### config.mk
export PLATFORM = sky130hd
export DESIGN_NAME = adc_iq_detector_flat
export DESIGN_NICKNAME = d
export VERILOG_FILES = /design/src/rtl/adc_iq_detector_pkg.sv /design/src/rtl/adc_iq_detector_if.sv /design/src/rtl/adc_iq_detector_mac_lane.sv /design/src/rtl/adc_iq_detector.sv /design/src/flat_wrapper.sv
export SDC_FILE = /design/constraint.sdc
export NUM_CORES = 2
export LEC_CHECK = 0
export BUFFER_PORTS_ARGS = -buffer_cell sky130_fd_sc_hd__buf_2
export CAP_MARGIN = 25
export CORE_AREA = 2 2 205 247
export CTS_BUF_LIST = sky130_fd_sc_hd__clkbuf_4 sky130_fd_sc_hd__clkbuf_8 sky130_fd_sc_hd__clkbuf_16
export CTS_CLUSTER_SIZE = 30
export DETAILED_ROUTE_END_ITERATION = 10
export DIE_AREA = 0 0 207 249
export HOLD_SLACK_MARGIN = 0.1
export PLACE_DENSITY = 0.85
export RECOVER_POWER = 100
export SLEW_MARGIN = 10
export SYNTH_ARGS = -nofsm -noshare
export SYNTH_HDL_FRONTEND = slang
export SYNTH_SLANG_ARGS = --single-unit
### constraint.sdc
create_clock -name clk -period 7.26 [get_ports clk]
set_clock_uncertainty 0.15 [all_clocks]
set_input_delay 0.363 -clock clk [delete_from_list [all_inputs] [get_ports clk]]
set_output_delay 0.363 -clock clk [all_outputs]
set_load 0.005 [all_outputs]
### src/rtl/adc_iq_detector_pkg.sv
// Shared constants, FSM state encoding and sample conversion for the ADC I/Q detector.
package adc_iq_pkg;

  localparam int unsigned ADC_WIDTH_DEF  = 12;
  localparam int unsigned REF_WIDTH_DEF  = 16;
  localparam int unsigned ACC_WIDTH_DEF  = 48;
  localparam int unsigned SETTLE_LEN_DEF = 16;

  // Cycles spent in DRAIN so the last accepted sample clears the 3-stage MAC pipeline.
  localparam int unsigned DRAIN_CYCLES = 3;

  typedef logic [2:0] state_t;

  localparam state_t StIdle   = 3'd0;
  localparam state_t StSettle = 3'd1;
  localparam state_t StAccum  = 3'd2;
  localparam state_t StDrain  = 3'd3;
  localparam state_t StDone   = 3'd4;

  // Offset-binary code to two's complement: subtract mid-code 2^(width-1).
  function automatic logic signed [31:0] to_signed_sample(input logic [31:0] code,
                                                          input int unsigned width);
    return $signed(code - (32'd1 << (width - 1)));
  endfunction

endpackage

### src/rtl/adc_iq_detector_if.sv
// Sample, control and result signals of the ADC I/Q detector.
// clip_count exists only when ADC_CLIP_DET_EN is defined.
interface adc_iq_detector_if #(
  parameter int unsigned ADC_WIDTH = 12,
  parameter int unsigned REF_WIDTH = 16,
  parameter int unsigned ACC_WIDTH = 48
);

  logic        [ADC_WIDTH-1:0] adc_data;
  logic signed [REF_WIDTH-1:0] ref_cos;
  logic signed [REF_WIDTH-1:0] ref_sin;
  logic                        ref_valid;
  logic                        start;
  logic        [31:0]          sample_count;
  logic                        busy;
  logic                        result_valid;
  logic                        result_ready;
  logic signed [ACC_WIDTH-1:0] i_acc;
  logic signed [ACC_WIDTH-1:0] q_acc;
  logic                        overflow;
`ifdef ADC_CLIP_DET_EN
  logic        [31:0]          clip_count;
`endif

  // Driver side (sample source and readout logic).
  modport master (
    output adc_data, ref_cos, ref_sin, ref_valid, start, sample_count, result_ready,
    input  busy, result_valid, i_acc, q_acc, overflow
`ifdef ADC_CLIP_DET_EN
    , input clip_count
`endif
  );

  // Detector side.
  modport slave (
    input  adc_data, ref_cos, ref_sin, ref_valid, start, sample_count, result_ready,
    output busy, result_valid, i_acc, q_acc, overflow
`ifdef ADC_CLIP_DET_EN
    , output clip_count
`endif
  );

endinterface

### src/rtl/adc_iq_detector_mac_lane.sv
// One demodulation lane: registered product, sign-extend, wrapping accumulate, sticky overflow.
module iq_mac_lane #(
  parameter int unsigned ADC_WIDTH = 12,
  parameter int unsigned REF_WIDTH = 16,
  parameter int unsigned ACC_WIDTH = 48
) (
  input  logic                        clk,
  input  logic                        rst,
  input  logic                        clr_i,
  input  logic signed [ADC_WIDTH-1:0] sample_i,
  input  logic signed [REF_WIDTH-1:0] ref_i,
  input  logic                        load_i,
  input  logic                        add_i,
  output logic signed [ACC_WIDTH-1:0] acc_o,
  output logic                        ovf_o
);

  localparam int unsigned ProdWidth = ADC_WIDTH + REF_WIDTH;

  logic signed [ProdWidth-1:0] prod_d, prod_q;
  logic signed [ACC_WIDTH-1:0] acc_d, acc_q;
  logic signed [ACC_WIDTH-1:0] addend;
  logic signed [ACC_WIDTH-1:0] sum;
  logic                        ovf_d, ovf_q;

  // Product stage and accumulate stage next-state.
  always_comb begin
    prod_d = prod_q;
    if (load_i) begin
      prod_d = ProdWidth'(sample_i) * ProdWidth'(ref_i);
    end
    addend = ACC_WIDTH'(prod_q);
    sum    = acc_q + addend;
    acc_d  = acc_q;
    ovf_d  = ovf_q;
    if (clr_i) begin
      acc_d = '0;
      ovf_d = 1'b0;
    end else if (add_i) begin
      acc_d = sum;
      // Same-sign addends producing an opposite-sign sum means the accumulator wrapped.
      if ((acc_q[ACC_WIDTH-1] == addend[ACC_WIDTH-1]) &&
          (sum[ACC_WIDTH-1] != acc_q[ACC_WIDTH-1])) begin
        ovf_d = 1'b1;
      end
    end
  end

  // Lane state registers.
  always_ff @(posedge clk) begin
    if (rst) begin
      prod_q <= '0;
      acc_q  <= '0;
      ovf_q  <= 1'b0;
    end else begin
      prod_q <= prod_d;
      acc_q  <= acc_d;
      ovf_q  <= ovf_d;
    end
  end

  assign acc_o = acc_q;
  assign ovf_o = ovf_q;

endmodule

### src/rtl/adc_iq_detector.sv
// Coherent I/Q detector: multiplies ADC samples by the DDS cos/sin reference and sums them
// over a programmed sample count. Optional clip counter enabled by defining ADC_CLIP_DET_EN.
module adc_iq_detector
  import adc_iq_pkg::*;
#(
  parameter int unsigned ADC_WIDTH  = ADC_WIDTH_DEF,
  parameter int unsigned REF_WIDTH  = REF_WIDTH_DEF,
  parameter int unsigned ACC_WIDTH  = ACC_WIDTH_DEF,
  parameter int unsigned SETTLE_LEN = SETTLE_LEN_DEF
) (
  input logic              clk,
  input logic              rst,
  adc_iq_detector_if.slave bus
);

  state_t      state_d, state_q;
  logic [31:0] rem_d, rem_q;
  logic [31:0] settle_d, settle_q;
  logic [1:0]  drain_d, drain_q;
  logic        clr;
  logic        accept;

  logic signed [ADC_WIDTH-1:0] s1_sample_d, s1_sample_q;
  logic signed [REF_WIDTH-1:0] s1_cos_d, s1_cos_q;
  logic signed [REF_WIDTH-1:0] s1_sin_d, s1_sin_q;
  logic                        s1_valid_q, s2_valid_q;

  logic signed [ACC_WIDTH-1:0] i_acc, q_acc;
  logic                        i_ovf, q_ovf;

  assign accept = (state_q == StAccum) && bus.ref_valid;

  // Measurement sequencing: settle, accumulate, drain the pipeline, hold the result.
  always_comb begin
    state_d  = state_q;
    rem_d    = rem_q;
    settle_d = settle_q;
    drain_d  = drain_q;
    clr      = 1'b0;
    case (state_q)
      StIdle: begin
        if (bus.start) begin
          clr      = 1'b1;
          rem_d    = bus.sample_count;
          settle_d = '0;
          drain_d  = '0;
          if (bus.sample_count == 32'd0) begin
            state_d = StDone;
          end else if (SETTLE_LEN == 0) begin
            state_d = StAccum;
          end else begin
            state_d = StSettle;
          end
        end
      end
      StSettle: begin
        if (bus.ref_valid) begin
          if (settle_q == 32'(SETTLE_LEN - 1)) begin
            state_d = StAccum;
          end else begin
            settle_d = settle_q + 32'd1;
          end
        end
      end
      StAccum: begin
        if (bus.ref_valid) begin
          rem_d = rem_q - 32'd1;
          if (rem_q == 32'd1) begin
            state_d = StDrain;
            drain_d = '0;
          end
        end
      end
      StDrain: begin
        if (drain_q == 2'(DRAIN_CYCLES - 1)) begin
          state_d = StDone;
        end else begin
          drain_d = drain_q + 2'd1;
        end
      end
      StDone: begin
        if (bus.result_ready) begin
          state_d = StIdle;
        end
      end
      default: state_d = StIdle;
    endcase
  end

  // Control registers.
  always_ff @(posedge clk) begin
    if (rst) begin
      state_q  <= StIdle;
      rem_q    <= '0;
      settle_q <= '0;
      drain_q  <= '0;
    end else begin
      state_q  <= state_d;
      rem_q    <= rem_d;
      settle_q <= settle_d;
      drain_q  <= drain_d;
    end
  end

  // Stage 1 input capture; only accepted samples are loaded.
  always_comb begin
    s1_sample_d = s1_sample_q;
    s1_cos_d    = s1_cos_q;
    s1_sin_d    = s1_sin_q;
    if (accept) begin
      s1_sample_d = ADC_WIDTH'(to_signed_sample(32'(bus.adc_data), ADC_WIDTH));
      s1_cos_d    = bus.ref_cos;
      s1_sin_d    = bus.ref_sin;
    end
  end

  // Shared valid pipeline; a zero marks a bubble that never adds.
  always_ff @(posedge clk) begin
    if (rst) begin
      s1_sample_q <= '0;
      s1_cos_q    <= '0;
      s1_sin_q    <= '0;
      s1_valid_q  <= 1'b0;
      s2_valid_q  <= 1'b0;
    end else begin
      s1_sample_q <= s1_sample_d;
      s1_cos_q    <= s1_cos_d;
      s1_sin_q    <= s1_sin_d;
      s1_valid_q  <= accept;
      s2_valid_q  <= s1_valid_q;
    end
  end

  iq_mac_lane #(
    .ADC_WIDTH(ADC_WIDTH),
    .REF_WIDTH(REF_WIDTH),
    .ACC_WIDTH(ACC_WIDTH)
  ) u_lane_i (
    .clk     (clk),
    .rst     (rst),
    .clr_i   (clr),
    .sample_i(s1_sample_q),
    .ref_i   (s1_cos_q),
    .load_i  (s1_valid_q),
    .add_i   (s2_valid_q),
    .acc_o   (i_acc),
    .ovf_o   (i_ovf)
  );

  iq_mac_lane #(
    .ADC_WIDTH(ADC_WIDTH),
    .REF_WIDTH(REF_WIDTH),
    .ACC_WIDTH(ACC_WIDTH)
  ) u_lane_q (
    .clk     (clk),
    .rst     (rst),
    .clr_i   (clr),
    .sample_i(s1_sample_q),
    .ref_i   (s1_sin_q),
    .load_i  (s1_valid_q),
    .add_i   (s2_valid_q),
    .acc_o   (q_acc),
    .ovf_o   (q_ovf)
  );

  assign bus.busy         = (state_q != StIdle);
  assign bus.result_valid = (state_q == StDone);
  assign bus.i_acc        = i_acc;
  assign bus.q_acc        = q_acc;
  assign bus.overflow     = i_ovf | q_ovf;

`ifdef ADC_CLIP_DET_EN
  logic [31:0] clip_d, clip_q;
  logic        clip_hit;

  // Count accepted full-scale codes; saturating.
  always_comb begin
    clip_d   = clip_q;
    clip_hit = (bus.adc_data == '0) || (bus.adc_data == '1);
    if (clr) begin
      clip_d = '0;
    end else if (accept && clip_hit && (clip_q != 32'hFFFF_FFFF)) begin
      clip_d = clip_q + 32'd1;
    end
  end

  // Clip counter register.
  always_ff @(posedge clk) begin
    if (rst) begin
      clip_q <= '0;
    end else begin
      clip_q <= clip_d;
    end
  end

  assign bus.clip_count = clip_q;
`endif

endmodule
### src/flat_wrapper.sv
// flat-port wrapper written by rule: the top's interface ports become plain ports
module adc_iq_detector_flat import adc_iq_pkg::*;
#(
  parameter int unsigned ADC_WIDTH  = ADC_WIDTH_DEF,
  parameter int unsigned REF_WIDTH  = REF_WIDTH_DEF,
  parameter int unsigned ACC_WIDTH  = ACC_WIDTH_DEF,
  parameter int unsigned SETTLE_LEN = SETTLE_LEN_DEF
)
  (clk, rst, bus_adc_data, bus_ref_cos, bus_ref_sin, bus_ref_valid, bus_start, bus_sample_count, bus_result_ready, bus_busy, bus_result_valid, bus_i_acc, bus_q_acc, bus_overflow);
  adc_iq_detector_if #(.ADC_WIDTH(ADC_WIDTH), .REF_WIDTH(REF_WIDTH), .ACC_WIDTH(ACC_WIDTH)) bus_i ();
  input logic clk;
  input logic rst;
  input wire logic [$bits(bus_i.adc_data)-1:0] bus_adc_data;
  input wire logic [$bits(bus_i.ref_cos)-1:0] bus_ref_cos;
  input wire logic [$bits(bus_i.ref_sin)-1:0] bus_ref_sin;
  input wire logic [$bits(bus_i.ref_valid)-1:0] bus_ref_valid;
  input wire logic [$bits(bus_i.start)-1:0] bus_start;
  input wire logic [$bits(bus_i.sample_count)-1:0] bus_sample_count;
  input wire logic [$bits(bus_i.result_ready)-1:0] bus_result_ready;
  output wire logic [$bits(bus_i.busy)-1:0] bus_busy;
  output wire logic [$bits(bus_i.result_valid)-1:0] bus_result_valid;
  output wire logic [$bits(bus_i.i_acc)-1:0] bus_i_acc;
  output wire logic [$bits(bus_i.q_acc)-1:0] bus_q_acc;
  output wire logic [$bits(bus_i.overflow)-1:0] bus_overflow;
  assign bus_i.adc_data = bus_adc_data;
  assign bus_i.ref_cos = bus_ref_cos;
  assign bus_i.ref_sin = bus_ref_sin;
  assign bus_i.ref_valid = bus_ref_valid;
  assign bus_i.start = bus_start;
  assign bus_i.sample_count = bus_sample_count;
  assign bus_i.result_ready = bus_result_ready;
  assign bus_busy = bus_i.busy;
  assign bus_result_valid = bus_i.result_valid;
  assign bus_i_acc = bus_i.i_acc;
  assign bus_q_acc = bus_i.q_acc;
  assign bus_overflow = bus_i.overflow;
  adc_iq_detector #(.ADC_WIDTH(ADC_WIDTH), .REF_WIDTH(REF_WIDTH), .ACC_WIDTH(ACC_WIDTH), .SETTLE_LEN(SETTLE_LEN)) u_core (.clk(clk), .rst(rst), .bus(bus_i));
endmodule
=== Word-level counts from Yosys, hierarchy flattened ===
Cells that the tools add are included.

* Memories: 0
* Bits in read-only memories: 0
* Word-level logic and storage cells: 83
* Bits in latches: 0
* Bits of input ports: 81
* Output and inout port bits: 99
* Memory bits (writable): 0
* Flip-flop bits (word level): 269

* Divide/modulo/power cells: 0
* Reduce and logical (&&, ||, !) cells: 16
* Mux-type cells: 23
* Order comparisons: 0
* Equal/unequal tests: 20
* Add/sub/neg operators: 6
* Multiply operators: 2
* Bitwise operators: 1
* Shift-type cells: 0

{| class="wikitable"
|+ Operator list
! kind !! number
|-
| $mux 32 || 5
|-
| $pmux 32 s2 || 2
|-
| $add 48x28->48 || 2
|-
| $mul 12x16->28 || 2
|-
| $add 32x1->32 const B || 1
|-
| $eq 32x1->1 const B || 1
|-
| $eq 32x4->1 const B || 1
|-
| $logic_not 32->1 || 1
|-
| $sub 32x1->32 const B || 1
|-
| $mux 3 || 8
|-
| $pmux 3 s5 || 1
|-
| $ne 2x2->1 const B || 7
|-
| $sub 12x12->12 const B || 1
|-
| $mux 2 || 4
|-
| $reduce_and 7->1 || 1
|-
| $eq 3x2->1 const B || 2
|-
| $pmux 2 s3 || 1
|-
| $reduce_bool 3->1 || 2
|-
| $reduce_and 5->1 || 1
|-
| $ne 2x1->1 const B || 2
|-
| $reduce_and 2->1 || 2
|-
| $reduce_and 4->1 || 1
|-
| $reduce_bool 2->1 || 2
|-
| $eq 3x1->1 const B || 1
|-
| 11 further kinds || 16
|}

=== Longest topological paths before layout ===
* Word-level depth: 4
* Depth in mapped cells: 23
* Mapped depth without buffers: 22

=== By module ===
Synthesis repeated with hierarchy kept, for this count alone.

* Cells, all modules: 3642
* Area, all modules: 30316.6 µm²

{| class="wikitable"
|+ Modules (own cells, without submodules)
! module !! times used !! area each (µm²) !! sequential area each (µm²) !! cells each
|-
| iq_mac_lane at u_core.u_lane_q || 1 || 12323.1 || 1541.5 || 1459
|-
| iq_mac_lane at u_core.u_lane_i || 1 || 12234.2 || 1541.5 || 1445
|-
| adc_iq_detector || 1 || 5759.3 || 2302.2 || 738
|}

=== Least setup slack after synthesis ===
No wires, ideal clock.

* Path kind: reg-to-reg
* Start point: register u_core.s1_sample_q[11]
* End point: register u_core.u_lane_q.prod_q[27]
* Data required time: 6.992 ns
* Library setup time: 0.118 ns
* Stages on the path, launching flop included: 21
* Path buffers: 1
* Arrival: 5.648 ns
* Clock period less this slack: 5.915 ns
* Path slack: 1.345 ns
* Path through: dfxtp_1 -> clkinv_1 -> clkbuf_1 -> nor2_1 -> fa_1 -> fa_1 -> fa_1 -> fa_1 -> inv_1 -> fa_1 -> inv_1 -> ha_1 -> a21o_1 -> a21oi_1 -> o21ai_0 -> a22o_1 -> o21ai_0 -> nand4b_1 -> a31oi_1 -> or4b_2 -> a32o_1

* Word-level cells in the longest chain between the ends: 1

{| class="wikitable"
|+ RTL lines
! what !! line !! RTL
|-
| start: declaration || adc_iq_detector.sv:23 || <nowiki>logic signed [ADC_WIDTH-1:0] s1_sample_d, s1_sample_q;</nowiki>
|-
| start signal: assignment || adc_iq_detector.sv:126 || <nowiki>s1_sample_q <= s1_sample_d;</nowiki>
|-
| $mul 12x16->28 || adc_iq_detector_mac_lane.sv:30 || <nowiki>prod_d = ProdWidth'(sample_i) * ProdWidth'(ref_i);</nowiki>
|-
| end signal: assignment || adc_iq_detector_mac_lane.sv:56 || <nowiki>prod_q <= prod_d;</nowiki>
|-
| end: declaration || adc_iq_detector_mac_lane.sv:20 || <nowiki>logic signed [ProdWidth-1:0] prod_d, prod_q;</nowiki>
|}

Every way passes these cells.
A chain may end at the register's enable or synchronous reset.

=== Worst setup path in the final report ===
* Start point: register u_core.s1_sample_q[1]
* End point: register u_core.u_lane_i.prod_q[23]

* Word-level cells in the longest chain between the ends: 1

{| class="wikitable"
|+ RTL lines
! what !! line
|-
| $mul 12x16->28 || adc_iq_detector_mac_lane.sv:30
|-
| end signal: assignment || adc_iq_detector_mac_lane.sv:56
|-
| end: declaration || adc_iq_detector_mac_lane.sv:20
|}

Every way passes these cells.

==> results.toml <==
[synth]
synth_compound_area_frac = 0.128
synth_cell_type_count = 74
netlist_instances = 3553
synth-seq-cells = 269
synthMuxAreaShare = 0.0301
postSynthAreaPerCell_um2 = 8.24
synthAdderAreaFrac = 0.337
synthFlopType = "dfxtp_1"
synth-simple-area-share = 0.198
async_flop_share = 0
synth_edf_count = 0
synthXorXnorAreaFrac = 0.0407
yosysWarnings = 0
synth.net_count = 4208
synth_top_family_by_area = "adder cells"
yosysSeqAreaShare = 0.184
syn_area_um2 = 29300

[floorplanning]
die_h_um = 249
start_util = 0.597
die_width_um = 207
top_level_ports = 180
dieArea_um2 = 51500
core-area_um2 = 49000
rows = 89

[route]
drtAntennaViolNets = 0
routed_wl_um = 76000
via_per_inst = 5.85
drcViolationCount = 0
wl_per_cell_um = 17.4
num_vias = 25500
drt_iter0_drc = 1529
dr.pass1.iters = 5

[global_route]
grt_pass1_vias = 26000
grt_pass1_wl_um = 125000
antenna_found_initial = 2
gr-usage-all-layers = 0.292
grt_start_max_net_pins = 80
grt-ovfl-total = 0

[placed_design]
placed_cells = 4231
place_hpwl_um = 56700
port_buffers = 179
place.gp.congestion = 0.928
dpl_cell_area_um2 = 30600

[worst_setup_path]
crit_required_ns = 7.48
critPathCaptureType = "register"
path_class = "reg -> reg"
critPathMaxFanout = 20
crit_path_start_kind = "register"
cp.arrival_ns = 6.90

[cells_and_area]
drive_above_1_share = 0.0593
area_growth_pct = 10.6
fillerInstances = 3914
layout.nets = 4359
instances_no_fill = 4364
fin_area_um2 = 32400

[min_path]
min_path_type = "in -> reg"

[power]
switchingPower_uw = 1790
switching_share = 0.360
p_comb_frac = 0.273
seq_power_share = 0.367
vdd_ir_drop_max_mv = 0.196
p_leak_uw = 0.0152
power.density_nw_per_um2 = 153
internal_power_uw = 3180
pwr-share-clk = 0.361

[timing]
max_freq_mhz = 150
min_period_ns = 6.68
drv_slew = 470
period_share = 0.920
setup_tns_ns = 0
setup_viol = 0
maxSlewHeadroom = -1.46
finalHoldViolations = 0
tightest_slew_ns = 3.68
worst_hold_slack_ns = 0.175
rsz0062_at_grt = "no"

[run_status]
outcome = "finished, violations left"
violations = "max-capacitance violations, max-slew violations"

[clock_network]
cts_root_buf = "clkbuf_16"
clk_latency_ns = 0.61
cts_buffers = 31
clk_pin_slew_ns = 0.07
numClockSinks = 269
ctsLongestPathBuffers = 3
post_cts_buffers = 0
htree_levels = 1
cts_tree = "yes"

[flow_run]
max_cap_viol_count = 8
==> layout by cell type (no fill, tap or decap), types with 23 or more instances in the layout <==
master	count
nor2b_1	23
nor2_1	295
inv_1	467
a21o_1	64
clkbuf_1	69
and3_1	27
ha_1	216
dlygate4sd3_1	77
nand2_1	465
buf_2	116
nand2b_1	31
fa_1	358
xnor2_1	87
a31oi_1	29
nor3_1	59
o21ai_0	133
a211oi_1	38
xor2_1	49
and2_1	135
nor4_1	25
a21oi_1	202
dfxtp_1	268
nand3_1	78
nand4_1	30
clkbuf_16	32
mux2i_1	87
==> flip-flops by register name (all words and copies together), names as in the netlist <==
signal                  cells
u_core.s1_sample_q         12
u_core.s1_sin_q            16
u_core.s1_cos_q            16
u_core.state_q              3
u_core.u_lane_i.acc_o      48
u_core.s1_valid_q           1
u_core.u_lane_q.prod_q     28
u_core.drain_q              2
u_core.s2_valid_q           1
u_core.rem_q               32
u_core.u_lane_i.ovf_o       1
u_core.settle_q            32
u_core.u_lane_q.ovf_o       1
u_core.u_lane_q.acc_o      48
u_core.u_lane_i.prod_q     28
==> power groups by stage <==
stage	registers, uW	logic, uW	clock network (uW)
floorplan	1700	1050	0
global placement	1840	1270	0
detailed placement	1840	1310	0
CTS	1810	1360	1820
global route	1840	1500	1880
finish	1820	1350	1790
==> cell type report <==
type                            instances  area [um2]  share of cell area
Antenna cell                            1        2.50           0.0000773
Clock buffer                           35         836              0.0258
Clock inverter                         20         327              0.0101
Inverter                              469        1760              0.0544
Multi-Input combinational cell       2648       21500               0.663
Sequential cell                       269        5390               0.166
Tap cell                              637         797              0.0246
Timing Repair Buffer                  285        1790              0.0553
==> cells by family after synthesis <==
logic type	count (synthesis)
XOR/XNOR	136
buffers and inverters	636
AO/OA/AOI/OAI	606
multiplexers	88
AND/OR/NAND/NOR	1244
flip-flops	269
adder cells (fa/ha/maj)	574
==> critical path: stages, from the launching register on <==
cell and delay, ns:
dfxtp_1 0.85, clkbuf_1 0.37, and2_0 0.25, fa_1 0.44, ha_1 0.28, inv_1 0.05
fa_1 0.50, inv_1 0.06, fa_1 0.58, inv_1 0.07, fa_1 0.48, inv_1 0.04
ha_1 0.30, o21a_1 0.13, o21ai_0 0.35, a211oi_1 0.14, o41ai_1 0.43, a21oi_1 0.14
o41a_1 0.45, xor2_1 0.16, mux2i_1 0.15, nor2_1 0.07
==> timing repair <==
item,CTS,global route
hold buffers,77,0
hold endpoints to repair,78,0
resized for setup,0,0
==> cells in the mapped netlist, types with 23 or more instances <==
library cell	instances	area [um2]
inv_1	467	1750
nand2_1	466	1750
fa_1	358	7170
nor2_1	294	1100
dfxtp_1	269	5390
ha_1	216	2700
a21oi_1	203	1020
clkbuf_1	159	597
and2_1	137	857
o21ai_0	132	661
mux2i_1	87	871
xnor2_1	87	762
nand3_1	78	390
a21o_1	64	480
nor3_1	59	295
xor2_1	49	429
a211oi_1	38	285
nand2b_1	31	194
nand4_1	30	188
a31oi_1	29	181
and3_1	27	169
nor4_1	25	156
nor2b_1	23	144
==> per-layer routing <==
layer,GRT usage,up-vias,part of all wire
met5,0,-,0.00024
met2,0.526,944,0.50
li1,-,12000,-
met1,0.328,12300,0.37
met4,0.168,2,0.066
met3,0.0416,324,0.060
==> metrics by stage <==
| step | utilization | total power, uW | setup slack (ns) |
|---|---|---|---|
| after detailed placement | 0.624 | 3150 | 0.801 |
| final | 0.661 | 4970 | 0.579 |
| after global placement | 0.624 | 3100 | 0.970 |
| after global routing | 0.661 | 5210 | 0.274 |
| after CTS | 0.664 | 4990 | 0.777 |
| after floorplan | - | 2750 | 1.34 |
==> path summary, 6_finish.rpt <==
check	slack [ns]	from	cells after the start	to
max reg2reg	0.58	u_core.s1_sample_q[1]	21	u_core.u_lane_i.prod_q[23]
max	0.58	u_core.s1_sample_q[1]	21	u_core.u_lane_i.prod_q[23]
min reg2reg	0.31	u_core.u_lane_q.prod_q[23]	2	u_core.u_lane_q.prod_q[23]
min	0.17	bus_ref_valid	3	u_core.s1_valid_q
(Power assumes the default switching activity.)
